[config.mk]
export PLATFORM = sky130hd
export DESIGN_NAME = hazard_scoreboard
export DESIGN_NICKNAME = d
export VERILOG_FILES = /design/src/rtl/hazard_scoreboard.sv
export SDC_FILE = /design/constraint.sdc
export NUM_CORES = 1
export LEC_CHECK = 0
export ABC_CLOCK_PERIOD_IN_PS = 11100
export CAP_MARGIN = 20
export CORE_MARGIN = 2
export CORE_UTILIZATION = 35
export DETAILED_ROUTE_END_ITERATION = 10
export PLACE_DENSITY = 0.66
export SETUP_SLACK_MARGIN = 0.4
export SYNTH_ARGS = -nofsm -noshare
export SYNTH_HDL_FRONTEND = slang
export SYNTH_SLANG_ARGS = --single-unit
[constraint.sdc]
create_clock -name clk -period 11.1 [get_ports clk]
set_input_delay 2.22 -clock clk [delete_from_list [all_inputs] [get_ports clk]]
set_output_delay 2.22 -clock clk [all_outputs]
set_load 0.02 [all_outputs]
[src/rtl/hazard_scoreboard.sv]
// Decode-stage hazard scoreboard: shadows in-flight destinations and their
// T_new countdowns, and produces stall, per-port forwarding selects and MD busy.
module hazard_scoreboard #(
    parameter  int NUM_READ    = 2,
    parameter  int DEPTH       = 3,
    parameter  int TW          = 3,
    parameter  int MULT_CYCLES = 5,
    parameter  int DIV_CYCLES  = 10,
    localparam int W           = $clog2(DEPTH + 1)
) (
    input  logic                   clk,
    input  logic                   reset,
    input  logic                   id_valid,
    input  logic [NUM_READ*5-1:0]  id_rs_addr,
    input  logic [NUM_READ*TW-1:0] id_tuse,
    input  logic [4:0]             id_wr_addr,
    input  logic [TW-1:0]          id_tnew,
    input  logic                   id_md_start,
    input  logic                   id_md_is_div,
    input  logic                   id_md_use,
    output logic                   stall,
    output logic [NUM_READ*W-1:0]  fwd_sel,
    output logic                   md_busy
);

    localparam int MD_MAX = (MULT_CYCLES > DIV_CYCLES) ? MULT_CYCLES : DIV_CYCLES;
    localparam int MDW    = $clog2(MD_MAX + 1);

    logic [4:0]    r_slot_wr   [DEPTH];
    logic [TW-1:0] r_slot_tnew [DEPTH];
    logic [MDW-1:0] r_md_cnt;

    logic [NUM_READ-1:0] w_port_stall;
    logic                w_md_stall;
    logic                w_accept;

    // Slot 0 takes the accepted instruction or a bubble; the pipe never freezes.
    always_ff @(posedge clk or posedge reset) begin
        if (reset) begin
            r_slot_wr[0]   <= '0;
            r_slot_tnew[0] <= '0;
        end else begin
            r_slot_wr[0]   <= w_accept ? id_wr_addr : 5'd0;
            r_slot_tnew[0] <= w_accept ? id_tnew : '0;
        end
    end

    genvar gi;
    generate
        for (gi = 1; gi < DEPTH; gi++) begin : g_slot
            always_ff @(posedge clk or posedge reset) begin
                if (reset) begin
                    r_slot_wr[gi]   <= '0;
                    r_slot_tnew[gi] <= '0;
                end else begin
                    r_slot_wr[gi]   <= r_slot_wr[gi-1];
                    r_slot_tnew[gi] <= (r_slot_tnew[gi-1] == '0) ? '0
                                                                  : r_slot_tnew[gi-1] - 1'b1;
                end
            end
        end

        for (gi = 0; gi < NUM_READ; gi++) begin : g_port
            logic [4:0]    w_rs;
            logic [TW-1:0] w_tuse;
            logic          w_hit;
            logic [W-1:0]  w_idx;
            logic [TW-1:0] w_tn;

            assign w_rs   = id_rs_addr[gi*5 +: 5];
            assign w_tuse = id_tuse[gi*TW +: TW];

            // Scan oldest to youngest so the youngest match overwrites older ones.
            always_comb begin
                w_hit = 1'b0;
                w_idx = '0;
                w_tn  = '0;
                for (int k = DEPTH - 1; k >= 0; k--) begin
                    if (w_rs != 5'd0 && r_slot_wr[k] == w_rs) begin
                        w_hit = 1'b1;
                        w_idx = W'(k);
                        w_tn  = r_slot_tnew[k];
                    end
                end
            end

            assign w_port_stall[gi]     = w_hit && (w_tn > w_tuse);
            assign fwd_sel[gi*W +: W]   = (w_hit && w_tn == '0) ? w_idx + W'(1) : '0;
        end
    endgenerate

    always_ff @(posedge clk or posedge reset) begin
        if (reset) begin
            r_md_cnt <= '0;
        end else if (w_accept && id_md_start) begin
            r_md_cnt <= id_md_is_div ? MDW'(DIV_CYCLES) : MDW'(MULT_CYCLES);
        end else if (r_md_cnt != '0) begin
            r_md_cnt <= r_md_cnt - 1'b1;
        end
    end

    assign md_busy    = (r_md_cnt != '0);
    assign w_md_stall = id_valid && id_md_use && md_busy;
    assign stall      = id_valid && ((|w_port_stall) || w_md_stall);
    assign w_accept   = id_valid && !stall;

endmodule
==> results.md <==
* Cell-internal power at 215 uW
* EDFF count, synth at 0
* Crit end category: output port
* Die extent in y at roughly 76 um
* Tmin final at approximately 8200 ps
* Number of distinct library cells after synthesis at 46
* Htree depth at 1
* Combinational Power Share at 0.304
* Clock power share at 0.263
* Routability congestion estimate from global placement at 0.785
* HP Start: r_slot_wr[9]
* Routing usage on met2 at 0.212
* Final period utilization at 0.741
* Status: finished clean
* Number of nets in the layout at around 270
* Rel. slew slack at 0.598
* Cell count after synthesis at 185
* Post-DP HPWL at between 3000 and 4000 um
* Syn Nets at between 200 and 250
* FF/Latch Area at 701 um^2
* Register area share after synthesis at 0.383
* Ant diodes at 0
* RSZ-0062 raised after global routing: false
* Commonest non-fill, non-tap cells in the layout: clkdlybuf4s50_1, dfrtp_1, xnor2_1
* Via density at about 4.7
* GRT overflow at 0
* Port bufs at 35
* Top_reg_cell synth: dfrtp_1
* Data required time of the critical path at ~8900 ps
* Most common cell after layout, fill and taps aside: clkdlybuf4s50_1
* Via Count at 1388
* Root Buffer: clkbuf_8
* Least-Margin Pin Slew at 602 ps
* Synth warnings at 0
* Setup Viol. Count Final at 0
* Total Routing Usage GR at 0.132
* Synth Register Bits at 28
* Hold Buf Count CTS at 0
* DR pass1 iterations at 4
* Largest net degree at the start of global routing at 29
* Worst r2r src: r_slot_wr[14]
* Post-route DRC violation count at 0
* Routing usage on met1 at 0.185
* Die Width at 76.3 um
* Initial antenna violation count at 0
* Setup ws final at 2870 ps
* Crit-path max FO at 8
* Final Hold Viols at 0
* DR iter-0 viols at 37
* Total of max-cap violations at 0
* Nature of the critical path startpoint: primary input
* Peak Freq at 0.122 GHz
* Setup TNS Final at 0 ps
* GR met3 Demand/Resource at 0.0237
* Post-cts repair resize count at 0
* Post-route cell area at 0.00235 mm^2
* CTS buffer count at 3
* Async S/R FF share, synth at 1.00
* Clock insertion delay at the later pin of the skew report at 280 ps
* Share of layout cells above drive strength 1 at 0.0673
* Rows at 26
* Clock skew at around 6.6 ps
* Critical Path AT at 6010 ps
* Min-delay worst type: reg2reg
* Synth Cell Area at 0.00183 mm^2
* Vias in the first global route at 1323
* CTS tree: yes
* Sink Count at 28
* Max-slew violation count at 0
* Fillers at 499
* CTS clk-pin slew, worst paths at about 100 ps
* CP Class: in2out
* Ports at 36
* Finished Core Util at 0.463
* Sw power at 90.9 uW
* Worst IR Drop VDD at roughly 0.086 mV
* CORE AREA at around 0.0051 mm^2
* ANT nets after route at 0
* CP startpoint: id_rs_addr[6]
* Total length of routed wires at ~3800 um
* Seq pwr share at 0.433
* Clk buf depth at 2
* Worst slack, placed at 2900 ps
* Global-route wire length before repair at 6220 um
* Syn_area_per_cell at 9.88 um^2
* Postcts setup bufs at 0
* Most Crowded Layer GR: met2
* Static Leakage at approximately 0.0010 uW
* Switching Share at 0.297
* Die ar. at approximately 0.0058 mm^2
* Initial Util at 0.360
* Pwr Density at around 130 mW/mm^2
* DP Area at 0.00225 mm^2
* Layout area overhead at 28.5%
* WL/cell at 12.8 um
* Multi-input combinational cell area at around 0.0011 mm^2
-- power groups by stage --
stage / clock network [uW] / registers, uW / logic, uW
after floorplan: 0 / 130 / 64.4
after global placement: 0 / 134 / 90.7
after detailed placement: 0 / 134 / 92.8
after CTS: 82.5 / 132 / 93.4
after global routing: 86.9 / 135 / 105
final: 80.4 / 132 / 92.8
-- final cells by class --
class,instances,share of cell area
multi-input cells,140,0.449
flip-flops and latches,28,0.298
repair buffers,36,0.161
well taps,70,0.0373
inverters,15,0.0240
clock buffers,3,0.0176
clock inverters,1,0.0128
-- final timing paths --
check                           endpoint  slack (ps)  cells past startpoint
hold / removal              r_slot_wr[4]         470                      0
setup / recovery                   stall        2870                     13
hold reg to reg             r_slot_wr[4]         470                      0
max in group asynchronous    r_md_cnt[3]        8310                      3
min in group asynchronous  r_slot_wr[10]        2300                      2
setup reg to reg             r_md_cnt[1]        7710                     11
-- sequential cells by signal (all words and copies together) (netlist names) --
name,count
r_md_cnt,4
r_slot_tnew,9
r_slot_wr,15
-- metrics by stage --
stage | power, uW | cells | hold WS (ps)
CTS | 308 | 292 | 465
finish | 306 | 293 | 465
global route | 327 | 293 | 470
floorplan | 194 | 185 | 409
global placement | 225 | 288 | 434
detailed placement | 227 | 288 | 441
-- cell families (layout without fill, tap and decap cells) --
logic type,count (synthesis),count (layout),synth area share
flops,28,28,0.383
fa+ha+maj,12,12,0.0821
compound gates,25,25,0.111
simple gates,66,66,0.200
xor+xnor,32,32,0.153
buf+inv,17,55,0.0390
mux,5,5,0.0315
-- critical path, cell delays in order --
cell and delay [ps]:
clkdlybuf4s50_1 500, or4_1 590, nor2_2 170, or4_1 350, nor2_1 70, a21oi_1 310
ha_1 190, nor2b_1 130, o21a_1 110, o21ai_0 90, or3_2 480, a31oi_1 170
clkdlybuf4s50_1 630
-- per-layer routing --
| metal | share of wire | routed length [um] |
|---|---|---|
| met5 | 0 | 0 |
| met4 | 0.0096 | 36 |
| met3 | 0.040 | 150 |
| met2 | 0.46 | 1720 |
| met1 | 0.49 | 1840 |
-- Yosys cell counts, drive strengths merged (4+ instances only) --
library cell,instances,share of area
o21ai,4,0.011
nand3,9,0.027
dfrtp,28,0.38
xnor2,19,0.091
nor3,5,0.016
inv,15,0.031
ha,12,0.082
nand2,10,0.021
nand4,5,0.021
and2,9,0.031
nor2,13,0.028
xor2,13,0.062
a21oi,5,0.014
Note: power is estimated with default switching activity, not from simulation.
